===== config.mk =====
export PLATFORM = sky130hd
export DESIGN_NAME = seg_scan_driver
export DESIGN_NICKNAME = d
export VERILOG_FILES = /design/src/rtl/seg_pkg.sv /design/src/rtl/seg_char_decoder.sv /design/src/rtl/seg_scan_driver.sv
export SDC_FILE = /design/constraint.sdc
export NUM_CORES = 1
export LEC_CHECK = 0
export CORE_ASPECT_RATIO = 1.75
export CORE_MARGIN = 3
export CORE_UTILIZATION = 40
export DETAILED_ROUTE_END_ITERATION = 10
export PLACE_DENSITY_LB_ADDON = 0.1
export SYNTH_ARGS = -nofsm -noshare
export SYNTH_HDL_FRONTEND = slang
export SYNTH_SLANG_ARGS = --single-unit

===== constraint.sdc =====
create_clock -name clk -period 2.75 [get_ports clk]
set_clock_uncertainty 0.1 [all_clocks]
set_input_delay 0.55 -clock clk [delete_from_list [all_inputs] [get_ports clk]]
set_output_delay 0.55 -clock clk [all_outputs]
set_load 0.03 [all_outputs]

===== src/rtl/seg_pkg.sv =====
// Shared character codes, segment patterns and code->pattern decode for the 7-seg display.
// Patterns are active-low {g,f,e,d,c,b,a}.
package seg_pkg;

  localparam int unsigned CHAR_W = 5;
  localparam int unsigned SEG_W  = 7;
  localparam int unsigned DIGITS = 4;

  typedef enum logic {
    PH_DEAD = 1'b0,
    PH_ON   = 1'b1
  } phase_t;

  localparam logic [CHAR_W-1:0] C_HYPHEN = 5'd10;
  localparam logic [CHAR_W-1:0] C_E      = 5'd11;
  localparam logic [CHAR_W-1:0] C_r      = 5'd12;
  localparam logic [CHAR_W-1:0] C_L      = 5'd13;
  localparam logic [CHAR_W-1:0] C_b      = 5'd18;
  localparam logic [CHAR_W-1:0] C_d      = 5'd19;
  localparam logic [CHAR_W-1:0] C_BLANK  = 5'd31;

  localparam logic [SEG_W-1:0] P_0      = 7'b1000000;
  localparam logic [SEG_W-1:0] P_1      = 7'b1111001;
  localparam logic [SEG_W-1:0] P_2      = 7'b0100100;
  localparam logic [SEG_W-1:0] P_3      = 7'b0110000;
  localparam logic [SEG_W-1:0] P_4      = 7'b0011001;
  localparam logic [SEG_W-1:0] P_5      = 7'b0010010;
  localparam logic [SEG_W-1:0] P_6      = 7'b0000010;
  localparam logic [SEG_W-1:0] P_7      = 7'b1111000;
  localparam logic [SEG_W-1:0] P_8      = 7'b0000000;
  localparam logic [SEG_W-1:0] P_9      = 7'b0010000;
  localparam logic [SEG_W-1:0] P_HYPHEN = 7'b0111111;
  localparam logic [SEG_W-1:0] P_E      = 7'b0000110;
  localparam logic [SEG_W-1:0] P_R      = 7'b0101111;
  localparam logic [SEG_W-1:0] P_L      = 7'b1000111;
  localparam logic [SEG_W-1:0] P_B      = 7'b0000011;
  localparam logic [SEG_W-1:0] P_D      = 7'b0100001;
  localparam logic [SEG_W-1:0] P_BLANK  = 7'b1111111;

  // Unmapped codes render blank
  function automatic logic [SEG_W-1:0] seg_decode(input logic [CHAR_W-1:0] code);
    logic [SEG_W-1:0] pat;
    pat = P_BLANK;
    case (code)
      5'd0:     pat = P_0;
      5'd1:     pat = P_1;
      5'd2:     pat = P_2;
      5'd3:     pat = P_3;
      5'd4:     pat = P_4;
      5'd5:     pat = P_5;
      5'd6:     pat = P_6;
      5'd7:     pat = P_7;
      5'd8:     pat = P_8;
      5'd9:     pat = P_9;
      C_HYPHEN: pat = P_HYPHEN;
      C_E:      pat = P_E;
      C_r:      pat = P_R;
      C_L:      pat = P_L;
      C_b:      pat = P_B;
      C_d:      pat = P_D;
      default:  pat = P_BLANK;
    endcase
    return pat;
  endfunction

endpackage


===== src/rtl/seg_char_decoder.sv =====
// Combinational 5-bit character code to active-low 7-segment pattern.
module seg_char_decoder
  import seg_pkg::*;
(
  input  logic [4:0] code,
  output logic [6:0] pattern_c
);

  assign pattern_c = seg_decode(code);

endmodule


===== src/rtl/seg_scan_driver.sv =====
// Four-digit common-anode 7-seg scanner with per-slot dead time and per-frame input snapshot.
// Optional macro SEG_DIM_EN adds a 3-bit `bright` input that shortens the lit part of each slot.
module seg_scan_driver
  import seg_pkg::*;
#(
  parameter int unsigned CLK_HZ   = 100_000_000,
  parameter int unsigned SCAN_HZ  = 1000,
  parameter int unsigned DEAD_CYC = 2000
) (
  input  logic        clk,
  input  logic        reset,
  input  logic [19:0] seg_data,
  input  logic [3:0]  dp_data,
`ifdef SEG_DIM_EN
  input  logic [2:0]  bright,
`endif
  output logic [3:0]  an,
  output logic [6:0]  seg,
  output logic        dp
);

  localparam int unsigned SLOT_CYC = CLK_HZ / SCAN_HZ;
  localparam int unsigned ON_CYC   = SLOT_CYC - DEAD_CYC;
  localparam int unsigned CW       = $clog2(SLOT_CYC);
  localparam logic [CW-1:0] SLOT_LAST = CW'(SLOT_CYC - 1);
  localparam logic [CW-1:0] DEAD_LAST = CW'(DEAD_CYC - 1);

  // The 1-cycle seg lag must land inside a non-empty dead interval
  if (!(DEAD_CYC >= 1 && DEAD_CYC + 1 < SLOT_CYC)) begin : g_param_check
    $error("seg_scan_driver: requires 1 <= DEAD_CYC and DEAD_CYC+1 < SLOT_CYC");
  end

  phase_t          phase;
  logic [CW-1:0]   cnt;
  logic [1:0]      idx;
  logic [19:0]     sh_chars;
  logic [3:0]      sh_dp;
  logic [4:0]      cur_code;
  logic [6:0]      cur_pat_c;
  logic            on_nxt;
  logic            lit_nxt;
  logic [CW-1:0]   on_cnt_nxt;
  logic [31:0]     lit_cyc;

`ifdef SEG_DIM_EN
  logic [2:0]      sh_bright;
  assign lit_cyc = ((32'(sh_bright) + 32'd1) * 32'(ON_CYC)) >> 3;
`else
  assign lit_cyc = 32'(ON_CYC);
`endif

  always_comb begin
    cur_code = sh_chars[4:0];
    case (idx)
      2'd0: cur_code = sh_chars[4:0];
      2'd1: cur_code = sh_chars[9:5];
      2'd2: cur_code = sh_chars[14:10];
      2'd3: cur_code = sh_chars[19:15];
    endcase
  end

  seg_char_decoder u_dec (
    .code      (cur_code),
    .pattern_c (cur_pat_c)
  );

  // Anode/dp are registered from the next-cycle phase so they align exactly with it
  assign on_nxt     = (phase == PH_DEAD) ? (cnt == DEAD_LAST) : (cnt != SLOT_LAST);
  assign on_cnt_nxt = cnt - DEAD_LAST;
  assign lit_nxt    = on_nxt && (32'(on_cnt_nxt) < lit_cyc);

  always_ff @(posedge clk or posedge reset) begin
    if (reset) begin
      phase    <= PH_DEAD;
      cnt      <= '0;
      idx      <= 2'd0;
      sh_chars <= {4{C_BLANK}};
      sh_dp    <= 4'd0;
`ifdef SEG_DIM_EN
      sh_bright <= 3'd7;
`endif
      an       <= 4'b1111;
      seg      <= P_BLANK;
      dp       <= 1'b1;
    end else begin
      cnt <= (cnt == SLOT_LAST) ? '0 : cnt + CW'(1);
      case (phase)
        PH_DEAD: if (cnt == DEAD_LAST) phase <= PH_ON;
        PH_ON: begin
          if (cnt == SLOT_LAST) begin
            phase <= PH_DEAD;
            idx   <= idx + 2'd1;
          end
        end
      endcase
      // Frame snapshot on the first cycle of digit 0's dead interval
      if (phase == PH_DEAD && cnt == '0 && idx == 2'd0) begin
        sh_chars <= seg_data;
        sh_dp    <= dp_data;
`ifdef SEG_DIM_EN
        sh_bright <= bright;
`endif
      end
      seg <= cur_pat_c;
      an  <= lit_nxt ? ~(4'b0001 << idx) : 4'b1111;
      dp  <= lit_nxt ? ~sh_dp[idx] : 1'b1;
    end
  end

endmodule

==> results of run 1 <==
==> metrics by stage <==
| stage | util (%) | area [um^2] | setup slack, ns | hold slack (ns) |
|---|---|---|---|---|
| 2_1_floorplan | - | 3250 | 0.388 | 0.352 |
| 3_5_place_dp | 47.9 | 3700 | 0.0550 | 0.403 |
| 4_1_cts | 49.8 | 3850 | 0.0392 | 0.422 |
| 3_3_place_gp | 47.9 | 3700 | 0.195 | 0.388 |
| 6_report | 50.0 | 3860 | 0.195 | 0.413 |
| 5_1_grt | 50.0 | 3860 | -0.00935 | 0.438 |
==> where the power goes <==
part	total [mW]	internal (mW)	switching, mW
clock network	0.646	0.342	0.304
registers	0.883	0.869	0.0141
logic	0.160	0.0814	0.0785
==> cells in the mapped netlist (2+ instances only) <==
| cell type | count |
|---|---|
| dfstp_2 | 32 |
| dfrtp_1 | 24 |
| nand2_1 | 21 |
| nor2_1 | 16 |
| o21ai_0 | 16 |
| ha_1 | 15 |
| nand3_1 | 15 |
| a21oi_1 | 10 |
| mux2_4 | 10 |
| inv_1 | 9 |
| xnor2_1 | 9 |
| xor2_1 | 9 |
| mux2_1 | 8 |
| mux2_2 | 7 |
| buf_2 | 6 |
| clkbuf_1 | 6 |
| a222oi_1 | 5 |
| nand4_1 | 4 |
| o31ai_1 | 4 |
| a211oi_1 | 3 |
| and3_1 | 3 |
| nor2b_1 | 3 |
| nor3_1 | 3 |
| o211ai_1 | 3 |
| or4_1 | 3 |
| a2111oi_2 | 2 |
| a32oi_1 | 2 |
| and2_1 | 2 |
| and4_1 | 2 |
| buf_12 | 2 |
| buf_6 | 2 |
| mux2i_1 | 2 |
| nand2b_1 | 2 |
| nand4_2 | 2 |
| nand4b_1 | 2 |
| nor2_8 | 2 |
| nor4_1 | 2 |
| or3_1 | 2 |
==> worst max-delay path, delay by kind of cell (launching register included) <==
family,cells,cell delay (ns)
multiplexers,1,0.34
flip-flops,1,0.44
adder cells (fa/ha/maj),1,0.23
AND/OR/NAND/NOR,3,0.79
buffers and inverters,3,0.59
==> sequential cells by signal, indices dropped and copies added (netlist names) <==
register / cells
dp: 1
idx: 2
sh_chars: 20
phase: 1
sh_dp: 4
an: 4
cnt: 17
seg: 7
==> layout make-up <==
type,instances,area [um^2],area share [%]
Clock inverter,3,22.5,0.583
Sequential cell,56,1440,37.3
Timing Repair Buffer,46,463,12.0
Inverter,10,37.5,0.972
Multi-Input combinational cell,207,1660,43.0
Tap cell,88,110,2.85
Clock buffer,5,125,3.24
==> layout by cell type, fill, tap and decap left out, drive strengths merged, types with 2 or more instances in the layout <==
cell type,Yosys,layout
mux2i,2,2
nor4,3,3
o21ai,17,17
nand4b,2,2
nor3,4,4
nand2b,2,2
a21oi,11,11
nor2b,3,3
ha,15,15
clkbuf,7,5
and3,3,3
inv,9,10
nand2,21,21
o31ai,4,4
nand3,16,16
xnor2,9,9
or4,4,4
mux2,25,25
a211oi,3,3
clkdlybuf4s50,0,37
a2111oi,2,2
a222oi,5,5
dfrtp,24,24
a32oi,2,2
nand4,7,7
or3,2,2
xor2,9,9
nor2,18,18
buf,11,9
clkinv,1,3
dfstp,32,32
and4,2,2
o211ai,3,3
and2,2,2
==> path summary, 6_finish.rpt <==
check | endpoint | depth (start not counted)
worst max-delay path | sh_chars[18] | 8
worst min-delay path | sh_dp[2] | 1
worst max register to register | sh_chars[18] | 8
worst min register to register | sh_dp[2] | 1
max in group asynchronous | sh_chars[14] | 3
min in group asynchronous | cnt[5] | 3
==> cell families (layout without fill, tap and decap cells) <==
kind of cell | count (synthesis) | in the layout | share of synthesized area (%)
and+or+nand+nor | 91 | 91 | 16.9
DFF | 56 | 56 | 44.3
AOI/OAI and AO/OA | 55 | 55 | 12.0
muxes | 28 | 28 | 11.1
buffers and inverters | 28 | 64 | 5.07
xor gates and xnor gates | 18 | 18 | 4.84
adders and majority gates | 15 | 15 | 5.77
==> per-layer routing <==
metal | wire (um) | GRT usage (%)
met1 | 2780 | 17.9
met2 | 4080 | 29.7
met3 | 149 | 2.73
met4 | 206 | 8.43
met5 | 0 | 0
==> repair_timing <==
action | 4_1_cts | 5_1_grt
setup endpoints to repair | 0 | 23
hold buffers | 0 | 0
resized for setup | 0 | 4
==> flow_summary.ini, run 1 <==
[clock_tree]
tritoncts = done
clock_insertion_delay_worst_skew_ns = 0.30
postCtsSetupBuffers = 0
clkTransAtPathRegs_ns = 0.07
cts.path.max_buffers = 2
cts_root_buffer = clkbuf_16
clock_sink_count = 56
cts_buffers = 5
h-tree-depth = 2

[route]
drt-total-wl_mm = 7.21
post_drt_wl_per_cell_um = 17.4
via_count = 2334
detailedRoute.firstIterationViolations = 81
drt-pass1-iter-count = 4
drc = 0
via_per_inst = 5.62
ant_nets = 0

[place]
hpwlAfterDp_mm = 5.49
place.gp.congestion = 0.864
port-buffer-count = 37
place.detailed.instances = 407

[grt]
number_of_global_route_vias_before_repair = 2383
grt_remaining_overflow = 0
grt_antenna_before_repair = 0
grt_first_pass_wirelength_mm = 11.9
groute.usage.overall_pct = 16.5
pin_count_of_the_biggest_net_entering_global_routing = 57

[final_layout]
nNetsFinal = 367
layout_cells_sized_above_1_pct = 26.0
area_delta_synth_final_pct = 18.6
ant_diodes = 0
stdcell_count = 415
fill_cells = 722

[critical_path]
path_cells = inv_1 > ha_1 > clkinv_1 > nor4b_2 > nand4_4 > nor2_8 > buf_12 > mux2_2
timing.critical_path.slowest_stage_cell = dfrtp_1
cp_startpoint = idx[0]
reg2reg_slack_ns = 0.19
crit_path_max_incr_delay_ns = 0.44
regToRegStartpoint = idx[0]
timing.critical_path.from_type = flip-flop
critical_path.endpoint_type = flip-flop
critical_path_peak_fanout = 15
worstPathRequired_ns = 2.87
critical_path_class = flip-flop to flip-flop
cp_data_arrival_time_ns = 2.68

[worst_hold_path]
timing.hold.worst.class = flip-flop to flip-flop
min_delay_startpoint = sh_dp[2]

[job]
max-cap-violations = 0

[synthesis]
synth_area_leaders = dfstp_2 26%, dfrtp_1 18%, ha_1 5.8%, mux2_4 4.6%, mux2_1 2.8%
yosysUniqueCellTypes = 59
synthDominantCellAreaShare_pct = 25.8
async_flop_share_pct = 100
ys_ff_latch = 56
synth.yosys.seq_area_share_pct = 44.3
synth_fp_nets = 332
yosysTopAreaCell = dfstp_2
number_of_instances_in_the_synthesized_netlist = 291
mean_area_per_synthesized_cell_um2 = 11.2
synth-warning-count = 0
synth_area_um2 = 3250
post_synth_edffs = 0
ys.flop_type = dfstp_2

[timing]
max_slew_margin_pct = 56.8
finalHoldViolCount = 0
final_layout_setup_total_negative_slack_ns = 0
setup_viol = 0
rsz_0062_raised_after_global_routing = true
timing.final.crit_period_ns = 2.56
tightest_slew_ns = 0.644
fmaxAchievable_mhz = 391
timing.final.crit_share_pct = 92.9
finalMaxSlewViolations = 0

[power_and_ir_drop]
cellLeakagePower_nw = 1.58
design_power_total_mw = 1.69
worst_ir_drop_vdd_mv = 0.297
power_per_cell_area_nw_per_um2 = 437

[die]
die_h_um = 125
dieArea_um2 = 9300
placementRows = 42
placeableCoreArea_um2 = 7720
chipWidth_um = 74.2
start_util_pct = 42.1
num_io_pins = 38

[outcome]
outcome = complete, no violations
Power figures use the tool's default switching activity.
==> inputs of run 2 (changes only) <==
Settings changed: SLEW_MARGIN set to 20.
==> results of run 2 <==
Final layout, timing and power as in run 1 (identical DEF).
==> inputs of run 3 (changes only) <==
Settings changed: CORE_UTILIZATION 40 to 55.
Clock period 2.75 ns to 2.8 ns, I/O delays scaled along.
==> run 3 against run 2 <==
First-iteration DRC count increased by 62%. Power decreased by 7.3%. Final cell count decreased by 3.9%. Sequential share of layout area increased by 0.63 points. Non-clock buffer count decreased by 4.
==> flow_summary.ini, run 3 (synthesis gave the netlist of run 1 again) <==
[outcome]
outcome = complete, no violations

[critical_path]
regToRegStartpoint = idx[0]
worstPathRequired_ns = 2.90
critical_path.endpoint_type = flip-flop
worst_setup_path_endpoint = sh_dp[3]
reg2reg_slack_ns = 0.24
critical_path_class = flip-flop to flip-flop
rr_endpoint = sh_dp[3]
cp_data_arrival_time_ns = 2.65
timing.critical_path.from_type = flip-flop
critical_path_peak_fanout = 21
r2r.worst_path.cells = 8
cp_startpoint = idx[0]

[route]
drt-pass1-iter-count = 4
via_count = 2279
drc = 0
post_drt_wl_per_cell_um = 16.0
drt-total-wl_mm = 6.37
ant_nets = 0
detailedRoute.firstIterationViolations = 131
via_per_inst = 5.71

[clock_tree]
cts.path.max_buffers = 2
clock_sink_count = 56
postCtsSetupBuffers = 0
holdBufCountCts = 0
h-tree-depth = 2
clkTransAtPathRegs_ns = 0.09
tritoncts = done
cts_root_buffer = clkbuf_8
clock_insertion_delay_worst_skew_ns = 0.30
cts_buffers = 5

[die]
chipWidth_um = 64.1
placeableCoreArea_um2 = 5630
num_io_pins = 38
placementRows = 36
start_util_pct = 57.8
dieArea_um2 = 6910
die_h_um = 108

[grt]
number_of_global_route_vias_before_repair = 2258
pin_count_of_the_biggest_net_entering_global_routing = 57
grt_remaining_overflow = 0
groute.usage.overall_pct = 20.0
grt_first_pass_wirelength_mm = 10.8
grt_antenna_before_repair = 0

[job]
max-cap-violations = 0

[final_layout]
stdcell_count = 399
biggestRegsByFlops = sh_chars x20, cnt x17, seg x7
largest_register_ff_count = 20
nNetsFinal = 363
area_delta_synth_final_pct = 16.7
area_used_by_multi_input_combinational_logic_um2 = 1670
seq_area_um2 = 1440
layout_common_cells = 37 x clkdlybuf4s50_1, 32 x dfstp_2, 24 x dfrtp_1, 21 x nand2_1, 16 x nor2_1
most_common_cell_after_layout_fill_and_taps_aside = clkdlybuf4s50_1
registers.top_by_ff_count = sh_chars
fill_cells = 458
ant_diodes = 0
layout_cells_sized_above_1_pct = 24.8

[timing]
tightest_slew_ns = 0.840
finalMaxSlewViolations = 0
finalHoldViolCount = 0
fmaxAchievable_mhz = 391
max_slew_margin_pct = 43.6
timing.final.crit_period_ns = 2.56
setup_viol = 0
final_layout_setup_total_negative_slack_ns = 0
timing.final.crit_share_pct = 91.3
rsz_0062_raised_after_global_routing = true

[place]
port-buffer-count = 37
hpwlAfterDp_mm = 4.87
place.gp.congestion = 0.960
place.detailed.instances = 391

[power_and_ir_drop]
cellLeakagePower_nw = 1.55
power_per_cell_area_nw_per_um2 = 412
worst_ir_drop_vdd_mv = 0.365

[worst_hold_path]
hold_path_depth = 1
timing.hold.worst.class = flip-flop to flip-flop
==> run 3: layout make-up <==
type	instances	area share (%)
sequential	56	38.0
timing repair buffer	42	11.4
multi-input combinational	207	44.0
tap	76	2.50
clock buffer	6	2.17
clock inverter	2	1.02
inverter	10	0.988
==> run 3: power breakdown <==
group | switching, mW | internal [mW] | leakage [nW]
combinational | 0.0747 | 0.0795 | 0.840
sequential | 0.0125 | 0.853 | 0.648
clock | 0.253 | 0.293 | 0.0614
total | 0.340 | 1.23 | 1.55
==> run 3: worst min-delay path by stage <==
stage                         from       end  slack (ns)
final                     sh_dp[2]  sh_dp[2]        0.39
after detailed placement  sh_dp[2]  sh_dp[2]        0.37
after global routing      sh_dp[2]  sh_dp[2]        0.43
after floorplan           sh_dp[1]  sh_dp[1]        0.35
after global placement    sh_dp[1]  sh_dp[1]        0.38
after CTS                 sh_dp[2]  sh_dp[2]        0.40
==> run 3: metal layers <==
layer	GRT usage, %	share of wire, %
met1	22.9	39
met2	35.5	54
met3	3.13	2.3
met4	9.98	4.4
met5	0	0
==> run 3: what timing repair did <==
item,4_1_cts,5_1_grt
gates resized for setup,0,4
endpoints found under the setup margin,0,25
hold endpoints to repair,0,0
==> run 3: worst max-delay path: stages, from the launching register on <==
cell and delay (ns):
dfrtp_1 0.45, inv_1 0.11, ha_1 0.23, clkinv_1 0.30, nor4b_2 0.39, nand4_4 0.16, nor2_8 0.16, buf_12 0.19
mux2_2 0.34
==> run 3: through the flow <==
stage	utilization [%]	hold WS, ns	power (mW)	instance area (um^2)	worst slack (ns)
floorplan	-	0.352	0.960	3250	0.438
global placement	64.9	0.379	1.03	3650	0.165
detailed placement	64.9	0.375	1.03	3650	0.127
CTS	67.1	0.397	1.58	3780	0.0940
global route	67.4	0.427	1.63	3800	-0.0103
finish	67.4	0.394	1.57	3800	0.245
